**config.mk**
```make
export PLATFORM = sky130hd
export DESIGN_NAME = lcd_dual_view_proc
export DESIGN_NICKNAME = d
export VERILOG_FILES = /design/src/rtl/lcd_dual_view_proc.sv
export SDC_FILE = /design/constraint.sdc
export NUM_CORES = 1
export LEC_CHECK = 0
export CORE_MARGIN = 3
export CORE_UTILIZATION = 50
export DETAILED_ROUTE_END_ITERATION = 16
export GPL_TIMING_DRIVEN = 0
export PLACE_DENSITY = 0.8
export SLEW_MARGIN = 20
export SYNTH_ARGS = -nofsm -noshare
export SYNTH_HDL_FRONTEND = slang
export SYNTH_SLANG_ARGS = --single-unit
```
**constraint.sdc**
```tcl
create_clock -name lcd_pclk -period 6.6 [get_ports lcd_pclk]
set_input_delay 1.32 -clock lcd_pclk [delete_from_list [all_inputs] [get_ports lcd_pclk]]
set_output_delay 1.32 -clock lcd_pclk [all_outputs]
set_load 0.02 [all_outputs]
```
**src/rtl/lcd_dual_view_proc.sv**
```systemverilog
// Dual-window LCD pixel source: one ROM image shown raw on the left and processed on the right.
// Addresses are issued ahead of the scan so ROM data and the gray stage line up with the output register.
module lcd_dual_view_proc #(
  parameter int          IMG_W    = 250,
  parameter int          IMG_H    = 250,
  parameter int          ADDR_W   = 16,
  parameter int          X0_RAW   = 2,
  parameter int          X0_PROC  = 302,
  parameter int          Y0       = 0,
  parameter int          ROM_LAT  = 1,
  parameter logic [23:0] BG_COLOR = 24'hFFFFFF
) (
  input  logic              lcd_pclk,
  input  logic              rst_n,
  input  logic [10:0]       pixel_xpos,
  input  logic [10:0]       pixel_ypos,
  input  logic [10:0]       h_disp,
  input  logic [10:0]       v_disp,
  input  logic [1:0]        mode_sel,
  input  logic [7:0]        thresh,
  output logic [ADDR_W-1:0] rom_addr,
  input  logic [23:0]       rom_rd_data,
  output logic [1:0]        frame_mode,
  output logic [23:0]       pixel_data
);

  localparam int LAT_RAW  = ROM_LAT + 1;
  localparam int LAT_PROC = ROM_LAT + 2;
  localparam int DEPTH    = ROM_LAT + 2;

  typedef struct packed {
    logic hit_raw;
    logic hit_proc;
    logic clip;
  } tag_t;

  int                x_i;
  int                y_i;
  int                hd_i;
  int                vd_i;
  int                row;
  int                col_raw;
  int                col_proc;
  logic              row_ok;
  logic              fetch_raw;
  logic              fetch_proc;
  logic              clip_raw;
  logic              clip_proc;
  logic              at_origin;
  logic [ADDR_W-1:0] addr_next;
  tag_t              tag_new;
  tag_t              tag_pipe [DEPTH];
  logic [7:0]        gray_q;
  logic [7:0]        inv_gray;
  logic [7:0]        thr_q;
  logic [23:0]       rgb_q;
  logic [23:0]       pixel_next;

  // Lookahead fetch: the column is the one that will be on screen LAT clocks from now.
  always_comb begin
    x_i        = int'(pixel_xpos);
    y_i        = int'(pixel_ypos);
    hd_i       = int'(h_disp);
    vd_i       = int'(v_disp);
    row        = y_i - Y0;
    col_raw    = x_i + LAT_RAW - X0_RAW;
    col_proc   = x_i + LAT_PROC - X0_PROC;
    row_ok     = (row >= 0) && (row < IMG_H);
    fetch_raw  = row_ok && (col_raw >= 0) && (col_raw < IMG_W);
    fetch_proc = row_ok && (col_proc >= 0) && (col_proc < IMG_W);
    clip_raw   = (x_i + LAT_RAW >= hd_i) || (y_i >= vd_i);
    clip_proc  = (x_i + LAT_PROC >= hd_i) || (y_i >= vd_i);
    at_origin  = (pixel_xpos == 11'd0) && (pixel_ypos == 11'd0);

    tag_new          = '0;
    tag_new.hit_raw  = fetch_raw;
    tag_new.hit_proc = fetch_proc;
    tag_new.clip     = fetch_raw ? clip_raw : clip_proc;

    addr_next = rom_addr;
    if (fetch_raw) begin
      addr_next = ADDR_W'(row * IMG_W + col_raw);
    end else if (fetch_proc) begin
      addr_next = ADDR_W'(row * IMG_W + col_proc);
    end
  end

  always_ff @(posedge lcd_pclk or negedge rst_n) begin
    if (!rst_n) begin
      for (int i = 0; i < DEPTH; i++) begin
        tag_pipe[i] <= '0;
      end
    end else begin
      tag_pipe[0] <= tag_new;
      for (int i = 1; i < DEPTH; i++) begin
        tag_pipe[i] <= tag_pipe[i-1];
      end
    end
  end

  // Raw pixels use the tag ROM_LAT+1 clocks old; processed pixels one clock older for the gray stage.
  always_comb begin
    inv_gray   = 8'd255 - gray_q;
    pixel_next = BG_COLOR;
    if (tag_pipe[ROM_LAT].hit_raw && !tag_pipe[ROM_LAT].clip) begin
      pixel_next = rom_rd_data;
    end else if (tag_pipe[DEPTH-1].hit_proc && !tag_pipe[DEPTH-1].clip) begin
      case (frame_mode)
        2'd0:    pixel_next = {3{gray_q}};
        2'd1:    pixel_next = {3{inv_gray}};
        2'd2:    pixel_next = (gray_q >= thr_q) ? 24'hFFFFFF : 24'h000000;
        default: pixel_next = rgb_q;
      endcase
    end
  end

  always_ff @(posedge lcd_pclk or negedge rst_n) begin
    if (!rst_n) begin
      rom_addr   <= '0;
      frame_mode <= 2'd0;
      thr_q      <= 8'd128;
      gray_q     <= 8'd0;
      rgb_q      <= 24'd0;
      pixel_data <= BG_COLOR;
    end else begin
      rom_addr   <= addr_next;
      gray_q     <= 8'((16'd76  * {8'd0, rom_rd_data[23:16]}
                      + 16'd150 * {8'd0, rom_rd_data[15:8]}
                      + 16'd29  * {8'd0, rom_rd_data[7:0]}) >> 8);
      rgb_q      <= rom_rd_data;
      pixel_data <= pixel_next;
      if (at_origin) begin
        frame_mode <= mode_sel;
        thr_q      <= thresh;
      end
    end
  end

endmodule

```
==> flow_summary.ini, run 1 <==
[critical_path]
setup.worst_path.class = in2reg
slowest_delay_ns = 0.75
regToRegSetupSlack_ns = 3.84
slowest_stage = clkdlybuf4s50_1
worstPathRequired_ns = 6.81
critPathMaxFanout = 6
cp_common_cell = ha_1
cp-end-kind = flop
worstPathBufferInverterCount = 4
start_kind = input port
arrival_ns = 6.63
path_cells = clkdlybuf4s50_1, ha_1, ha_1, inv_1, fa_1, inv_1, ha_1, a21oi_1, nor2b_1, o21ai_0, nand2b_1, xnor2_1, fa_1, inv_1, ha_1, or2_2, a21oi_1, a31oi_1, a21o_1, a21o_1, a21oi_1, xor3_1
path_delay_family = adder cells

[route]
drc = 0
wl_per_cell_um = 16.0
via_per_inst = 5.38
dr_total_vias = 7876
drt_iter0_drc = 410
wirelength_um = 23500
ant_nets = 0
drt_first_pass_iters = 4

[grt]
grt_pass1_wl_um = 38500
globalRouteMet1Util = 0.284
grt_pass1_vias = 7970
grt.busiest_layer = met2
use_met2 = 0.367
grt_antenna_before_repair = 1
use_met3 = 0.0251
track_usage = 0.214
overflow = 0
grt_max_degree = 55

[sta]
period_share = 0.973
finalHoldViolCount = 0
slew_violations = 0
setup_tns_ns = 0
finalSetupViolCount = 0
worst_pin_slew_ns = 0.932
period_needed_ns = 6.42
skew_ns = 0.0119
fmax_mhz = 156
holdWs_ns = 0.348
relSlewSlack = 0.377

[power]
powerDensity_mw_per_mm2 = 380
pwr-share-seq = 0.159
power.switching_uw = 2160
pwr-share-comb = 0.734
intPower_uw = 2490
leakagePower_uw = 0.00617
netSwitchingFraction = 0.465
power.clock.fraction = 0.107
ir_drop_mv = 0.414

[clock_tree]
cts_buffers = 9
clk_pin_slew_worst_paths_ns = 0.07
clockBufferDepth = 2
clk_latency_ns = 0.34
cts_max_level = 3
hold_buffers = 0
tritoncts = built
clock-root-buffer = clkbuf_16
cts.sinks = 90

[placed_design]
io_buffer_count = 120
dpl.hpwl_um = 19500
routabilityCongestion = 0.916

[cells_and_area]
finalNetCount = 1533
drive_gt1_frac = 0.0860
area_growth_pct = 18.8

[floorplan]
io_pins = 122
coreArea_sq_mm = 0.0198
start_util = 0.520
die_w_um = 150
dieHeight_um = 150
rows = 51
dieArea_sq_mm = 0.0224

[yosys]
synth.cell_area_sq_mm = 0.0103
ys_ff_latch = 90
async_flop_share = 1.00
yosysWarnings = 0
yosys_most_used_dff = dfrtp_1
post_synth.cell_area_avg_sq_um = 9.75
synth_sequential_area_ratio = 0.221
synthesis.instances = 1058
synth_fp_nets = 1398
synth_edf_count = 0
synth.distinct_cells = 61

[worst_hold_path]
hold_class = reg2reg

[run_status]
status = complete, no violations

[flow_run]
maxCapViolCount = 0
cell families (layout without fill, tap and decap cells):
kind of cell | Yosys count | in the layout | share of synthesized area
AOI/OAI and AO/OA | 174 | 174 | 0.117
xor gates and xnor gates | 87 | 87 | 0.0753
adders and majority gates | 260 | 260 | 0.369
buffers and inverters | 223 | 363 | 0.0826
DFF | 90 | 90 | 0.221
muxes | 27 | 27 | 0.0319
other | 0 | 1 | 0
and+or+nand+nor | 197 | 197 | 0.103
worst register-to-register path, cell delays in order (launching register included):
cell and delay [ns]:
dfrtp_1 0.38, inv_1 0.06, ha_1 0.27, nand2b_1 0.14
a21o_1 0.17, a21o_1 0.17, a21o_1 0.16, a21oi_1 0.15
nor2b_1 0.06, o21ai_0 0.16, a21oi_1 0.20, clkbuf_1 0.31
o32a_1 0.46
flip-flops by register name (all words and copies together) (netlist names):
| register | flops |
|---|---|
| rgb_q | 24 |
| tag_pipe | 8 |
| thr_q | 8 |
| pixel_data | 24 |
| gray_q | 8 |
| rom_addr | 16 |
| frame_mode | 2 |
cell usage in the layout, fill, tap and decap left out, types with 4 or more instances in the layout:
master,instances
clkbuf_2,4
nor3_1,18
a21oi_1,46
nand4_1,5
dfstp_2,25
fa_1,74
nand3b_1,4
o21a_1,9
mux2_2,15
xnor2_1,57
o21ai_0,27
a21o_1,16
nand2b_1,11
o211ai_1,7
o32a_1,25
a211oi_1,8
xor2_1,28
and2_1,6
nor2_1,50
ha_1,184
a31oi_1,4
inv_1,199
dlymetal6s2s_1,9
dlygate4sd2_1,6
clkdlybuf4s50_1,99
buf_2,5
mux2_4,8
a211o_1,4
buf_4,5
nor2b_1,11
and3_1,29
o21bai_1,6
dfrtp_1,65
nand3_1,12
mux2i_1,4
nand2_1,27
clkbuf_16,9
clkbuf_1,12
worst paths after layout:
path,from,to,cells after the start
hold reg to reg,tag_pipe[4],tag_pipe[1],0
setup reg to reg,gray_q[0],pixel_data[14],12
hold / removal,tag_pipe[4],tag_pipe[1],0
min in group asynchronous,rst_n,frame_mode[0],1
max in group asynchronous,rst_n,pixel_data[15],2
setup / recovery,rom_rd_data[8],gray_q[7],22
repair_timing:
action	CTS	global route
pin swaps	0	3
endpoints found under the setup margin	6	5
hold endpoints to repair	0	0
gates resized for setup	15	37
buffers inserted	2	1
power by group through the flow:
stage / registers, uW / logic, uW / clock network, uW
after floorplan: 793 / 2450 / 0
after global placement: 747 / 3280 / 0
after detailed placement: 750 / 3390 / 0
after CTS: 741 / 3410 / 503
after global routing: 751 / 3820 / 529
final: 741 / 3410 / 496
metrics by stage:
stage	total power, uW	worst slack [ns]	std cells	area, sq um	util
after floorplan	3240	0.411	1058	10300	-
after global placement	4020	-0.802	1443	11800	0.597
after detailed placement	4140	-0.808	1444	11900	0.598
after CTS	4650	0.00944	1462	12200	0.614
after global routing	5100	-0.00101	1464	12300	0.617
final	4650	0.180	1464	12300	0.617
layer usage:
metal / vias to the layer above / share of wire
li1: 3844 / -
met1: 3698 / 0.42
met2: 289 / 0.48
met3: 45 / 0.064
met4: 0 / 0.033
met5: - / 0
cells in the mapped netlist, types with 4 or more instances:
| cell type | number | area share |
|---|---|---|
| a211o_1 | 4 | 0.0034 |
| a211oi_1 | 8 | 0.0058 |
| a21o_1 | 16 | 0.012 |
| a21oi_1 | 46 | 0.022 |
| a31oi_1 | 5 | 0.0030 |
| and2_1 | 6 | 0.0036 |
| and3_1 | 29 | 0.018 |
| buf_2 | 6 | 0.0029 |
| clkbuf_1 | 13 | 0.0047 |
| dfrtp_1 | 65 | 0.16 |
| dfstp_2 | 25 | 0.064 |
| fa_1 | 74 | 0.14 |
| ha_1 | 186 | 0.23 |
| inv_1 | 202 | 0.074 |
| mux2_2 | 15 | 0.016 |
| mux2_4 | 8 | 0.012 |
| mux2i_1 | 4 | 0.0039 |
| nand2_1 | 27 | 0.0098 |
| nand2b_1 | 11 | 0.0067 |
| nand3_1 | 12 | 0.0058 |
| nand3b_1 | 4 | 0.0029 |
| nand4_1 | 5 | 0.0030 |
| nor2_1 | 50 | 0.018 |
| nor2b_1 | 11 | 0.0067 |
| nor3_1 | 18 | 0.0087 |
| o211ai_1 | 7 | 0.0051 |
| o21a_1 | 9 | 0.0065 |
| o21ai_0 | 29 | 0.014 |
| o21bai_1 | 6 | 0.0044 |
| o32a_1 | 25 | 0.024 |
| xnor2_1 | 58 | 0.049 |
| xor2_1 | 28 | 0.024 |
cell type report:
type | count | area (sq um)
fill | 1589 | 7590
antenna | 1 | 2.50
timing repair buffer | 124 | 1240
buffer | 21 | 106
tap | 265 | 332
inverter | 202 | 758
sequential | 90 | 2280
multi-input combinational | 745 | 7230
clock buffer | 9 | 225
clock inverter | 7 | 72.6
No activity file was read; power rests on OpenSTA's default activity.
==> run 2: changes to the inputs <==
Settings changed: SLEW_MARGIN 20 to unset.
Clock period 6.6 ns to 6.73 ns, I/O delays scaled along.
==> flow_summary.ini, run 2 (synthesis gave the netlist of run 1 again) <==
[placed_design]
routabilityCongestion = 0.916
io_buffer_count = 120
dpl.hpwl_um = 19500

[grt]
grt_antenna_before_repair = 1
grt_max_degree = 55
track_usage = 0.214
overflow = 0
grt_pass1_vias = 7905
grt_pass1_wl_um = 38700

[cells_and_area]
layout_common_cells = inv_1 (199), ha_1 (185), clkdlybuf4s50_1 (99)
drive_gt1_frac = 0.0818
area_growth_pct = 18.9
top_regs = pixel_data x24, rgb_q x24, rom_addr x16
finalNetCount = 1533
utilization = 0.618
num-fill-cells = 1611
final_common_cell = inv_1

[route]
wirelength_um = 23300
ant_nets = 0
drt_first_pass_iters = 5
dr_total_vias = 7849
wl_per_cell_um = 15.9
drt_iter0_drc = 348
drc = 0
via_per_inst = 5.36

[critical_path]
startpoint = rom_rd_data[17]
critPathMaxFanout = 5
setup.worst_path.class = in2reg
cp-end-kind = flop
start_kind = input port
regToRegSetupSlack_ns = 4.00
r2r_end = pixel_data[14]
worstReg2RegStart = gray_q[0]
worstPathRequired_ns = 6.94
arrival_ns = 6.64
reg2regPathDepth = 12
endpoint = gray_q[7]

[clock_tree]
clockBufferDepth = 2
tritoncts = built
hold_buffers = 0
cts_max_level = 3
clk_pin_slew_worst_paths_ns = 0.07
cts_buffers = 9
clk_latency_ns = 0.34
clock-root-buffer = clkbuf_16
cts.sinks = 90

[sta]
relSlewSlack = 0.0467
period_share = 0.956
slew_violations = 0
worst_pin_slew_ns = 1.39
holdWs_ns = 0.352
fmax_mhz = 155
period_needed_ns = 6.43
finalHoldViolCount = 0
finalSetupViolCount = 0
skew_ns = 0.00916

[floorplan]
dieHeight_um = 150
start_util = 0.520
dieArea_sq_mm = 0.0224
die_w_um = 150
rows = 51
coreArea_sq_mm = 0.0198
io_pins = 122

[flow_run]
maxCapViolCount = 0

[power]
powerDensity_mw_per_mm2 = 372
leakagePower_uw = 0.00622
ir_drop_mv = 0.396

[run_status]
status = complete, no violations

[worst_hold_path]
hold_class = reg2reg
min_from = tag_pipe[4]
==> run 2: repair_timing <==
item                                   CTS  global route
setup buffers                            0             3
gates resized for setup                  8            34
setup endpoints to repair                5             6
endpoints found under the hold margin    0             0
==> run 2: metrics by stage <==
stage / area, sq um / setup WS, ns / power (uW) / TNS (ns) / instances
2_1_floorplan: 10300 / 0.515 / 3180 / 0 / 1058
3_3_place_gp: 11800 / -0.698 / 3950 / -3.16 / 1443
3_5_place_dp: 11900 / -0.723 / 4060 / -3.70 / 1444
4_1_cts: 12200 / 0.0110 / 4570 / 0 / 1460
5_1_grt: 12300 / -0.0209 / 5010 / -0.0209 / 1464
6_report: 12300 / 0.295 / 4560 / 0 / 1464
==> run 2: worst max-delay path, cell delays in order <==
cell	delay, ns
dlygate4sd2_1	0.32
ha_1	0.34
fa_1	0.47
ha_1	0.34
inv_1	0.07
o21ai_2	0.18
a21oi_1	0.11
o21ai_2	0.16
xor2_1	0.20
fa_1	0.44
ha_1	0.29
inv_1	0.05
fa_1	0.52
inv_1	0.04
ha_1	0.32
or2_2	0.31
a21oi_1	0.16
a31oi_1	0.10
a21o_1	0.25
a21o_1	0.21
a21oi_1	0.17
xor3_1	0.25
==> run 2: layout make-up <==
cell class / count / area (sq um) / area share
clock buffers: 9 / 225 / 0.0184
plain buffers: 21 / 106 / 0.00867
well taps: 265 / 332 / 0.0270
clock inverters: 7 / 66.3 / 0.00540
repair buffers: 124 / 1280 / 0.104
multi-input cells: 745 / 7220 / 0.588
flip-flops and latches: 90 / 2280 / 0.186
inverters: 202 / 758 / 0.0618
diodes: 1 / 2.50 / 0.000204
==> run 2: where the power goes <==
| part | total [uW] | internal [uW] | leakage [uW] | switching, uW |
|---|---|---|---|---|
| sequential | 727 | 664 | 0.00105 | 63.5 |
| combinational | 3350 | 1510 | 0.00502 | 1830 |
| clock | 489 | 262 | 0.000145 | 228 |
==> run 2: worst min path at each step <==
stage	cells past startpoint	slack, ns	to
finish	0	0.35	tag_pipe[1]
global route	0	0.37	tag_pipe[1]
global placement	0	0.34	tag_pipe[4]
floorplan	0	0.33	tag_pipe[1]
CTS	0	0.35	tag_pipe[1]
detailed placement	0	0.33	tag_pipe[1]
==> run 2: per-layer routing <==
layer / vias to the layer above / wire length, um / global-route usage
met5: - / 0 / 0
li1: 3838 / - / -
met3: 24 / 1250 / 0.0218
met1: 3722 / 10000 / 0.288
met4: 0 / 477 / 0.0499
met2: 265 / 11600 / 0.373
